## src/rtl/router_pkg.sv

```systemverilog
// router_pkg: shared sizes, header field bounds and the stored FIFO entry type.
// Provides ROUTER_DEPTH, ROUTER_WIDTH, HDR_LEN_*, HDR_ADDR_* and fifo_entry_t.
package router_pkg;
   localparam int ROUTER_DEPTH = 16;
   localparam int ROUTER_WIDTH = 8;
   localparam int HDR_LEN_MSB  = 7;
   localparam int HDR_LEN_LSB  = 2;
   localparam int HDR_ADDR_MSB = 1;
   localparam int HDR_ADDR_LSB = 0;
   typedef struct packed {
      logic                    hdr;
      logic [ROUTER_WIDTH-1:0] data;
   } fifo_entry_t;
endpackage

```

## src/rtl/router_fifo_mem.sv

```systemverilog
// router_fifo_mem: dual-port register array, synchronous write, asynchronous read, no reset.
// Ports: i_clk clock; i_we/i_waddr/i_wdata write port; i_raddr/o_rdata read port.
module router_fifo_mem
   import router_pkg::*;
#(
   parameter int DEPTH = ROUTER_DEPTH,
   parameter int WIDTH = ROUTER_WIDTH,
   localparam int AW   = $clog2(DEPTH)
) (
   input  logic          i_clk,
   input  logic          i_we,
   input  logic [AW-1:0] i_waddr,
   input  logic [WIDTH:0] i_wdata,
   input  logic [AW-1:0] i_raddr,
   output logic [WIDTH:0] o_rdata
);
   logic [WIDTH:0] r_mem [DEPTH];
   always_ff @(posedge i_clk) begin
      if (i_we) r_mem[i_waddr] <= i_wdata;
   end
   assign o_rdata = r_mem[i_raddr];
endmodule

```

## src/rtl/router_fifo.sv

```systemverilog
// router_fifo: per-destination packet buffer with header marker and packet byte counter.
// Ports: i_clk, i_rst_n (async active-low); i_soft_reset sync flush; i_write_enb/i_lfd_state/
// i_data_in write side; i_read_enb/o_data_out read side; o_full, o_empty status; o_pkt_done
// pulse after the last byte of a packet is read. Macro ROUTER_FIFO_OVF_FLAG_EN adds a sticky
// o_overflow_err raised by writes attempted while full.
module router_fifo
   import router_pkg::*;
#(
   parameter int DEPTH = ROUTER_DEPTH,
   parameter int WIDTH = ROUTER_WIDTH
) (
   input  logic             i_clk,
   input  logic             i_rst_n,
   input  logic             i_soft_reset,
   input  logic             i_write_enb,
   input  logic             i_read_enb,
   input  logic             i_lfd_state,
   input  logic [WIDTH-1:0] i_data_in,
   output logic [WIDTH-1:0] o_data_out,
   output logic             o_full,
   output logic             o_empty,
   output logic             o_pkt_done
`ifdef ROUTER_FIFO_OVF_FLAG_EN
   ,output logic            o_overflow_err
`endif
);
   localparam int AW = $clog2(DEPTH);
   localparam logic [AW:0] PTR_ONE = {{AW{1'b0}}, 1'b1};
   logic [AW:0]    r_wr_ptr, r_rd_ptr;
   logic [6:0]     r_cnt;
   logic [WIDTH:0] w_rd_entry;
   logic           w_wr, w_rd;
   assign o_empty = r_wr_ptr == r_rd_ptr;
   assign o_full  = (r_wr_ptr[AW-1:0] == r_rd_ptr[AW-1:0]) && (r_wr_ptr[AW] != r_rd_ptr[AW]);
   // flush wins over any same-cycle access, so the write never lands in storage
   assign w_wr = i_write_enb && !o_full && !i_soft_reset;
   assign w_rd = i_read_enb && !o_empty;
   router_fifo_mem #(.DEPTH(DEPTH), .WIDTH(WIDTH)) u_mem (
      .i_clk  (i_clk),
      .i_we   (w_wr),
      .i_waddr(r_wr_ptr[AW-1:0]),
      .i_wdata({i_lfd_state, i_data_in}),
      .i_raddr(r_rd_ptr[AW-1:0]),
      .o_rdata(w_rd_entry)
   );
   always_ff @(posedge i_clk or negedge i_rst_n) begin
      if (!i_rst_n) begin
         r_wr_ptr   <= '0;
         r_rd_ptr   <= '0;
         r_cnt      <= '0;
         o_data_out <= '0;
         o_pkt_done <= 1'b0;
      end else if (i_soft_reset) begin
         r_wr_ptr   <= '0;
         r_rd_ptr   <= '0;
         r_cnt      <= '0;
         o_data_out <= '0;
         o_pkt_done <= 1'b0;
      end else begin
         if (w_wr) r_wr_ptr <= r_wr_ptr + PTR_ONE;
         if (w_rd) begin
            r_rd_ptr   <= r_rd_ptr + PTR_ONE;
            o_data_out <= w_rd_entry[WIDTH-1:0];
            // header carries payload length; +1 accounts for the trailing parity byte
            if (w_rd_entry[WIDTH]) r_cnt <= 7'(w_rd_entry[WIDTH-1:HDR_LEN_LSB]) + 7'd1;
            else if (r_cnt != 7'd0) r_cnt <= r_cnt - 7'd1;
         end
         o_pkt_done <= w_rd && !w_rd_entry[WIDTH] && (r_cnt == 7'd1);
      end
   end
`ifdef ROUTER_FIFO_OVF_FLAG_EN
   always_ff @(posedge i_clk or negedge i_rst_n) begin
      if (!i_rst_n) o_overflow_err <= 1'b0;
      else if (i_soft_reset) o_overflow_err <= 1'b0;
      else if (i_write_enb && o_full) o_overflow_err <= 1'b1;
   end
`endif
endmodule

```

## config.mk

```make
export PLATFORM = sky130hd
export DESIGN_NAME = router_fifo
export DESIGN_NICKNAME = d
export VERILOG_FILES = /design/src/rtl/router_pkg.sv /design/src/rtl/router_fifo_mem.sv /design/src/rtl/router_fifo.sv
export SDC_FILE = /design/constraint.sdc
export NUM_CORES = 1
export LEC_CHECK = 0
export CAP_MARGIN = 40
export CORE_MARGIN = 2
export CORE_UTILIZATION = 35
export CTS_CLUSTER_SIZE = 28
export DETAILED_ROUTE_END_ITERATION = 12
export PLACE_DENSITY_LB_ADDON = 0.1
export SYNTH_ARGS = -nofsm -noshare
export SYNTH_HDL_FRONTEND = slang
export SYNTH_SLANG_ARGS = --single-unit
export TNS_END_PERCENT = 30
```

## constraint.sdc

```tcl
create_clock -name i_clk -period 3.47 [get_ports i_clk]
set_input_delay 0.694 -clock i_clk [delete_from_list [all_inputs] [get_ports i_clk]]
set_output_delay 0.694 -clock i_clk [all_outputs]
set_load 0.01 [all_outputs]
```

==> Word-level counts from Yosys, hierarchy flattened <==
Memories as Yosys holds them, arrays and structs flattened.
Index checks and enable logic that the tools add are counted.
{ "totals": {"wordCells": 42, "reg_bits": 26, "mem_count": 1, "out_inout_bits": 11, "in_bits": 14, "mem_bits_rw": 144} }
{ "memory_table": {"columns": ["memory", "words", "word_bits", "read_ports", "rd_clocked_by_memory_dff", "write_ports", "line_no", "text"], "rows": [
  ["u_mem.r_mem", 16, 9, 1, 0, 1, "router_fifo_mem.sv:17", "logic [WIDTH:0] r_mem [DEPTH];"]
]} }
{ "op_classes": {"addsub": 4, "n_eq_ne": 4, "reduce_logical": 15, "n_mux": 13} }
{ "op_table": {"columns": ["operator", "count"], "rows": [
  ["7-bit 2-to-1 mux", 4],
  ["5-bit 2-to-1 mux", 4],
  ["8-bit 2-to-1 mux", 2],
  ["5-bit by 1-bit adder with 5-bit output, second input constant", 2],
  ["6-bit by 1-bit adder with 7-bit output, second input constant", 1],
  ["7-bit by 1-bit == test with 1-bit output, second input constant", 1],
  ["7-bit nonzero test", 1],
  ["7-bit by 1-bit subtractor with 7-bit output, second input constant", 1],
  ["1-bit logical AND", 6],
  ["5-bit == test", 1],
  ["4-bit == test", 1],
  ["1-bit logical NOT", 4],
  ["2-bit nonzero test", 2],
  ["1-bit 2-to-1 mux", 3],
  ["3-bit nonzero test", 1],
  ["2-bit AND reduction", 1],
  ["1-bit inequality test", 1]
]} }

==> Longest topological paths before layout <==
Gate-level depths: netlist (run 1).
{ "logic_depth": {"ltp_word": 7, "depth_mapped": 11, "ltp_nobuf": 9} }

==> Cells and area by module <==
From an unflattened synthesis (run 1), not the netlist that was laid out.
{ "hier_totals": {"hier_cells": 398, "area_unflattened_um2": 7123.1} }
{ "by_module_without_submodules": {"columns": ["mod", "instances", "cells_each", "area_each_um2", "seq_area_each_um2"], "rows": [
  ["router_fifo_mem", 1, 245, 5600.4, 4324.1],
  ["router_fifo", 1, 153, 1522.7, 650.6]
]} }

==> Worst setup path before layout (run 1) <==
OpenSTA, ideal clock, no wires.
{ "synth_timing": {"path_type": "register to register", "startpoint": "reg r_rd_ptr[0]", "endpoint": "mem u_mem.r_mem[4][0] in the netlist's numbering, enable pin", "path_slack_ps": 873, "period_less_slack_ps": 2597, "required_ps": 3096, "arrival_time_ps": 2223, "path_buffers": 2, "path_stages_with_launch": 9, "setup_ps": 374, "path_cell_list": "dfrtp_1 buf_6 buf_6 xor2_1 nor4_1 nand2b_1 nand2_1 or4b_2 nor2_1"} }
{ "synth_via": {"elab_chain_len": 7} }
{ "synth_lines": {"columns": ["element", "line_no", "text"], "rows": [
  ["start, declared", "router_fifo.sv:29", "logic [AW:0] r_wr_ptr, r_rd_ptr;"],
  ["start signal, assigned", "router_fifo.sv:62", "r_rd_ptr <= r_rd_ptr + PTR_ONE;"],
  ["4-bit == test", "router_fifo.sv:34", "assign o_full = (r_wr_ptr[AW-1:0] == r_rd_ptr[AW-1:0]) && (r_wr_ptr[AW] != r_rd_ptr[AW]);"],
  ["1-bit logical AND", "router_fifo.sv:34", null],
  ["1-bit logical NOT", "router_fifo.sv:36", "assign w_wr = i_write_enb && !o_full && !i_soft_reset;"],
  ["1-bit logical AND (2 in series)", "router_fifo.sv:36", null],
  ["1-bit 2-to-1 mux", "router_fifo_mem.sv:19", "if (i_we) r_mem[i_waddr] <= i_wdata;"],
  ["1-bit 2-to-1 mux (not written as such)", "router_fifo_mem.sv:19", null],
  ["end, declared", "router_fifo_mem.sv:17", null]
]} }
Every way passes these cells.

==> Worst setup path after layout (run 1) <==
{ "layout_timing": {"startpoint": "reg r_rd_ptr[0]", "endpoint": "out o_empty"} }
{ "layout_via": {"elab_chain_len": 1} }
{ "layout_lines": {"columns": ["element", "line_no", "text"], "rows": [
  ["5-bit == test", "router_fifo.sv:33", "assign o_empty = r_wr_ptr == r_rd_ptr;"],
  ["end, declared", "router_fifo.sv:21", "output logic o_empty,"]
]} }
Every way passes these cells.

==> results.yml, run 1 <==
clock_network:
  clk_pin_slew_ns: 0.07
  hold_buffers: 0
  numClockSinks: 170
  clockBufferDepth: 2
  ctsRootBufferMaster: "clkbuf_16"
  clock_latency_ns: 0.42
  cts_resized: 0
  numCtsBuffers: 17
  htreeDepth: 4
  cts_setup_buffers: 0
  tritoncts: "done"
yosys:
  synth_nets: 441
  seq_area_frac_synth: 0.700
  synth_seq_cells: 170
  synthArstFlopShare: 0.153
  syn-cell-area_um2: 7110
  synth_area_leader_cell: "edfxtp_1"
  yosysWarnings: 0
  synthDistinctLibCells: 44
  synth_edf_count: 144
  synth_ff_type: "edfxtp_1"
  synthTopCellsByArea: "edfxtp_1 61%, mux4_2 12%, dfrtp_1 9.2%, nand2_1 1.6%, xor2_1 1.5%"
  synth_cells: 419
  avgSynthCellArea_um2: 17.0
  yosysTopAreaCellShare: 0.608
critical_path:
  end_kind: "output port"
  r2r_end: "r_cnt[4]$_DFFE_PN0P_"
  cp.required_ns: 2.78
  r2r_slack_ns: 0.68
  cp_max_fo: 15
  cp-start-kind: "register"
  r2r_cells: 8
  r2r_start: "r_rd_ptr[0]$_DFFE_PN0P_"
  crit_type: "reg2out"
  arrival_ns: 2.37
drt:
  avgViaCountPerCell: 5.04
  vias: 3764
  drt-initial-drc-count: 263
  firstDrtPassIters: 4
  postRouteAntennaNets: 0
  drc_errors: 0
  wirelength_um: 16000
  wire_per_inst_um: 21.4
place:
  hpwl_um: 10400
  port_buffers: 24
  gp_congestion: 0.804
run_status:
  status: "finished, final reports clean"
min_path:
  whs_path_depth: 2
  worstHoldStart: "o_data_out[1]$_DFFE_PN0P_"
  hold_path.class: "reg2reg"
  hold_end: "o_data_out[1]$_DFFE_PN0P_"
timing:
  hold_violations: 0
  setup_viol_count_final: 0
  period_needed_ns: 3.06
  skew_ns: 0.00713
  fin_setup_tns_ns: 0
  rsz0062_at_grt: "no"
  drv_slew: 0
  post-route-period-util: 0.883
  maxSlewHeadroom: 0.590
  max_clock_freq_ghz: 0.326
  tightest_slew_ns: 0.613
finish:
  layout_commonest_cell: "edfxtp_1"
  final_util: 0.416
  antenna_cells: 0
  layout-drive-gt1-share: 0.224
  area.growth.synth_to_final_pct: 17.5
  layout_common_cells: "144 x edfxtp_1, 37 x mux4_2, 31 x nand2_1"
  nets: 486
pwr:
  cellLeakagePower_nw: 2.76
  power_density_nw_per_um2: 597
  ir_worst_vdd_v: 0.000250
grt:
  grt.overflow.total: 0
  grt_pass1_vias: 3898
  track_usage: 0.159
  grt_start_max_net_pins: 36
  grt_pass1_wl_um: 24700
  antenna_found_initial: 0
floorplanning:
  io_pins: 25
  row_count: 52
  die_h_um: 147
  die_w_um: 147
  start_util: 0.354
  design.die.area_um2: 21500
  core_area_um2: 20100
run:
  maxCapViolations: 0
-- where the power goes --
group / internal (mW) / leakage, nW / switching [mW] / total [mW]
clock network: 1.00 / 0.268 / 0.821 / 1.82
logic: 0.396 / 0.842 / 0.432 / 0.828
registers: 2.27 / 1.65 / 0.0648 / 2.33
-- flip-flops by register name (all words and copies together), names as in the netlist --
name / flops
r_rd_ptr: 5
r_wr_ptr: 5
o_pkt_done: 1
o_data_out: 8
u_mem.r_mem: 144
r_cnt: 7
-- layout make-up --
| type | count | area [um^2] |
|---|---|---|
| Fill cell | 1781 | 11800 |
| Timing Repair Buffer | 48 | 445 |
| Tap cell | 270 | 338 |
| Clock inverter | 15 | 140 |
| Inverter | 13 | 48.8 |
| Clock buffer | 17 | 425 |
| Multi-Input combinational cell | 214 | 1980 |
| Sequential cell | 170 | 4980 |
-- kinds of logic (layout without fill, tap and decap cells) --
| family | after synthesis | after routing | share of synthesized area |
|---|---|---|---|
| XOR/XNOR | 18 | 18 | 0.0222 |
| AO/OA/AOI/OAI | 37 | 37 | 0.0352 |
| flip-flops | 170 | 170 | 0.700 |
| adder cells (fa/ha/maj) | 8 | 8 | 0.0141 |
| AND/OR/NAND/NOR | 107 | 107 | 0.0765 |
| multiplexers | 44 | 44 | 0.127 |
| buffers and inverters | 35 | 93 | 0.0253 |
-- Yosys cell counts (2+ instances only) --
master and count:
or4b_2 2, buf_6 4, ha_1 8, nand2b_1 4, a221oi_1 2, o22ai_2 2
nor2b_1 3, dfrtp_1 26, buf_2 3, a21oi_1 12, edfxtp_1 144, or2_2 2
o21ai_0 4, nor2_1 23, nor4_1 9, a22oi_1 3, nand4_1 3, o22ai_1 6
or3_1 4, o32ai_1 2, nand2_1 31, nand3_1 6, clkbuf_1 12, xor2_1 12
nor3_1 5, inv_1 13, and2_1 10, mux4_2 37, mux2i_1 7, xnor2_1 6
-- worst max path at each step --
| stage | startpoint | depth (start not counted) | endpoint |
|---|---|---|---|
| floorplan | r_rd_ptr[0]$_DFFE_PN0P_ | 8 | u_mem.r_mem[4][0]$_DFFE_PP_ |
| global placement | i_soft_reset | 4 | u_mem.r_mem[7][6]$_DFFE_PP_ |
| detailed placement | i_soft_reset | 4 | u_mem.r_mem[5][5]$_DFFE_PP_ |
| CTS | r_rd_ptr[0]$_DFFE_PN0P_ | 5 | o_empty |
| global route | r_rd_ptr[0]$_DFFE_PN0P_ | 5 | o_empty |
| finish | r_rd_ptr[0]$_DFFE_PN0P_ | 5 | o_empty |
-- metal layers --
| metal | up-vias | routed length (um) | track usage |
|---|---|---|---|
| met4 | 0 | 280 | 0.0568 |
| met1 | 1933 | 7300 | 0.215 |
| met2 | 95 | 7860 | 0.261 |
| li1 | 1718 | - | - |
| met5 | - | 0 | 0 |
| met3 | 18 | 562 | 0.0256 |
-- per-stage QoR --
step                      hold WS, ns  std cells  power, mW  cell area [um^2]  worst slack (ns)
after floorplan                 0.398        419       2.96              7110             0.873
after detailed placement        0.519        715       3.22              7790             0.609
final                           0.523        747       4.98              8350             0.406
after CTS                       0.529        747       5.04              8350             0.344
after global routing            0.549        747       5.20              8350             0.275
after global placement          0.521        715       3.22              7790             0.628
-- critical path, cell delays in order (launching register included) --
cell,delay [ns]
dfrtp_2,0.70
xor2_1,0.12
nor4_1,0.36
nand2_1,0.16
inv_1,0.08
clkdlybuf4s50_1,0.53
(Power assumes the default switching activity.)
==> run 2: changes to the inputs <==
Settings changed: GPL_TIMING_DRIVEN from default to 0.
==> results.yml, run 2 (synthesis gave the netlist of run 1 again) <==
drt:
  drt-initial-drc-count: 265
  avgViaCountPerCell: 5.09
  postRouteAntennaNets: 0
  vias: 3846
  drc_errors: 0
  wirelength_um: 16800
  firstDrtPassIters: 4
  wire_per_inst_um: 22.2
finish:
  layout_commonest_cell: "edfxtp_1"
  largest_reg_flops: 144
  multi_input_area_um2: 1980
  nets: 495
  layout-drive-gt1-share: 0.208
  ff_latch_area_um2: 4970
  fin_cells: 756
  antenna_cells: 0
  reg.largest.list: "u_mem.r_mem: 144 flops, o_data_out: 8 flops, r_cnt: 7 flops"
  area.growth.synth_to_final_pct: 17.4
  largest-register: "u_mem.r_mem"
  layout_common_cells: "144 x edfxtp_1, 37 x mux4_2, 31 x nand2_1"
  fill_cells: 1818
pwr:
  ir_worst_vdd_v: 0.000340
  power_density_nw_per_um2: 583
  power_mw: 4.86
  cellLeakagePower_nw: 2.76
timing:
  rsz0062_at_grt: "no"
  post-route-period-util: 0.927
  drv_slew: 0
  maxSlewHeadroom: 0.438
  hold_violations: 0
  period_needed_ns: 3.22
  tightest_slew_ns: 0.843
  max_clock_freq_ghz: 0.311
  setup_viol_count_final: 0
  skew_ns: 0.0172
clock_network:
  numClockSinks: 170
  clock_latency_ns: 0.43
  htreeDepth: 4
  clk_pin_slew_ns: 0.07
  cts_resized: 0
  tritoncts: "done"
  clockBufferDepth: 2
  ctsRootBufferMaster: "clkbuf_16"
  numCtsBuffers: 17
place:
  port_buffers: 23
  dp.cells: 724
  gp_congestion: 0.727
  hpwl_um: 11200
critical_path:
  arrival_ns: 3.52
  crit_start: "r_rd_ptr[1]$_DFFE_PN0P_"
  crit_type: "reg2reg"
  cp-start-kind: "register"
  worstSetupEndpoint: "r_cnt[2]$_DFFE_PN0P_"
  r2r_slack_ns: 0.25
  end_kind: "register"
  cp_max_fo: 10
  r2r_start: "r_rd_ptr[1]$_DFFE_PN0P_"
  cp.required_ns: 3.77
  r2r_cells: 9
  r2r_end: "r_cnt[2]$_DFFE_PN0P_"
grt:
  grt_start_max_net_pins: 17
  track_usage: 0.168
  antenna_found_initial: 0
  grt.overflow.total: 0
  grt_pass1_wl_um: 25800
  grt_pass1_vias: 4119
run:
  maxCapViolations: 0
floorplanning:
  start_util: 0.354
  die_w_um: 147
  die_h_um: 147
  design.die.area_um2: 21500
  row_count: 52
  core_area_um2: 20100
  io_pins: 25
min_path:
  hold_path.class: "reg2reg"
run_status:
  status: "finished, final reports clean"
-- run 2: changes by cell type in the layout (fill, tap and decap cells not counted), sizes merged --
cell	change
clkinvlp	-3
buf	-2
clkinv	+6
inv	-5
clkdlybuf4s50	-1
bufinv	-1
clkbuf	+15
-- run 2: worst min-delay path by stage --
stage	from	endpoint	cells after the start
finish	o_data_out[4]$_DFFE_PN0P_	o_data_out[4]$_DFFE_PN0P_	2
global route	o_data_out[4]$_DFFE_PN0P_	o_data_out[4]$_DFFE_PN0P_	2
CTS	o_data_out[4]$_DFFE_PN0P_	o_data_out[4]$_DFFE_PN0P_	2
detailed placement	o_data_out[4]$_DFFE_PN0P_	o_data_out[4]$_DFFE_PN0P_	2
global placement	o_data_out[5]$_DFFE_PN0P_	o_data_out[5]$_DFFE_PN0P_	2
floorplan	i_rst_n	o_data_out[0]$_DFFE_PN0P_	0
-- run 2: per-layer routing --
metal	global-route usage	part of all wire	up-vias
li1	-	-	1733
met1	0.223	0.45	1997
met2	0.271	0.49	92
met3	0.0375	0.041	24
met4	0.0675	0.026	0
met5	0	0	-
-- run 2: area by class of cell --
class,count,share of cell area
flip-flops and latches,170,0.596
multi-input cells,214,0.237
clock buffers,20,0.0523
repair buffers,36,0.0436
well taps,270,0.0405
plain buffers,21,0.0153
clock inverters,12,0.00914
inverters,13,0.00585
-- run 2: worst max-delay path, cell delays in order, from the launching register on --
cell	delay, ns
dfrtp_1	0.35
buf_2	0.29
clkbuf_1	0.64
mux4_2	0.43
a22oi_1	0.18
nand3_1	0.35
ha_1	0.37
xor2_1	0.17
a211oi_1	0.24
nor3_1	0.06
-- run 2: power breakdown --
group	total (mW)	switching, mW	internal, mW
Combinational	0.879	0.475	0.404
Clock	1.68	0.768	0.908
Sequential	2.31	0.0383	2.27
-- run 2: timing repair --
action / in CTS / in global routing
hold buffers: 0 / 0
endpoints found under the setup margin: 0 / 2
buffers inserted: 0 / 0
-- run 2: through the flow --
| stage | hold WS (ns) | setup slack (ns) | area, um^2 | utilization | setup TNS, ns |
|---|---|---|---|---|---|
| 2_1_floorplan | 0.398 | 0.873 | 7110 | - | 0 |
| 3_3_place_gp | 0.510 | -0.759 | 7680 | 0.382 | -27.58 |
| 3_5_place_dp | 0.516 | 0.194 | 7830 | 0.389 | 0 |
| 4_1_cts | 0.526 | 0.142 | 8340 | 0.415 | 0 |
| 5_1_grt | 0.541 | 0.0563 | 8350 | 0.415 | 0 |
| 6_report | 0.522 | 0.255 | 8350 | 0.415 | 0 |
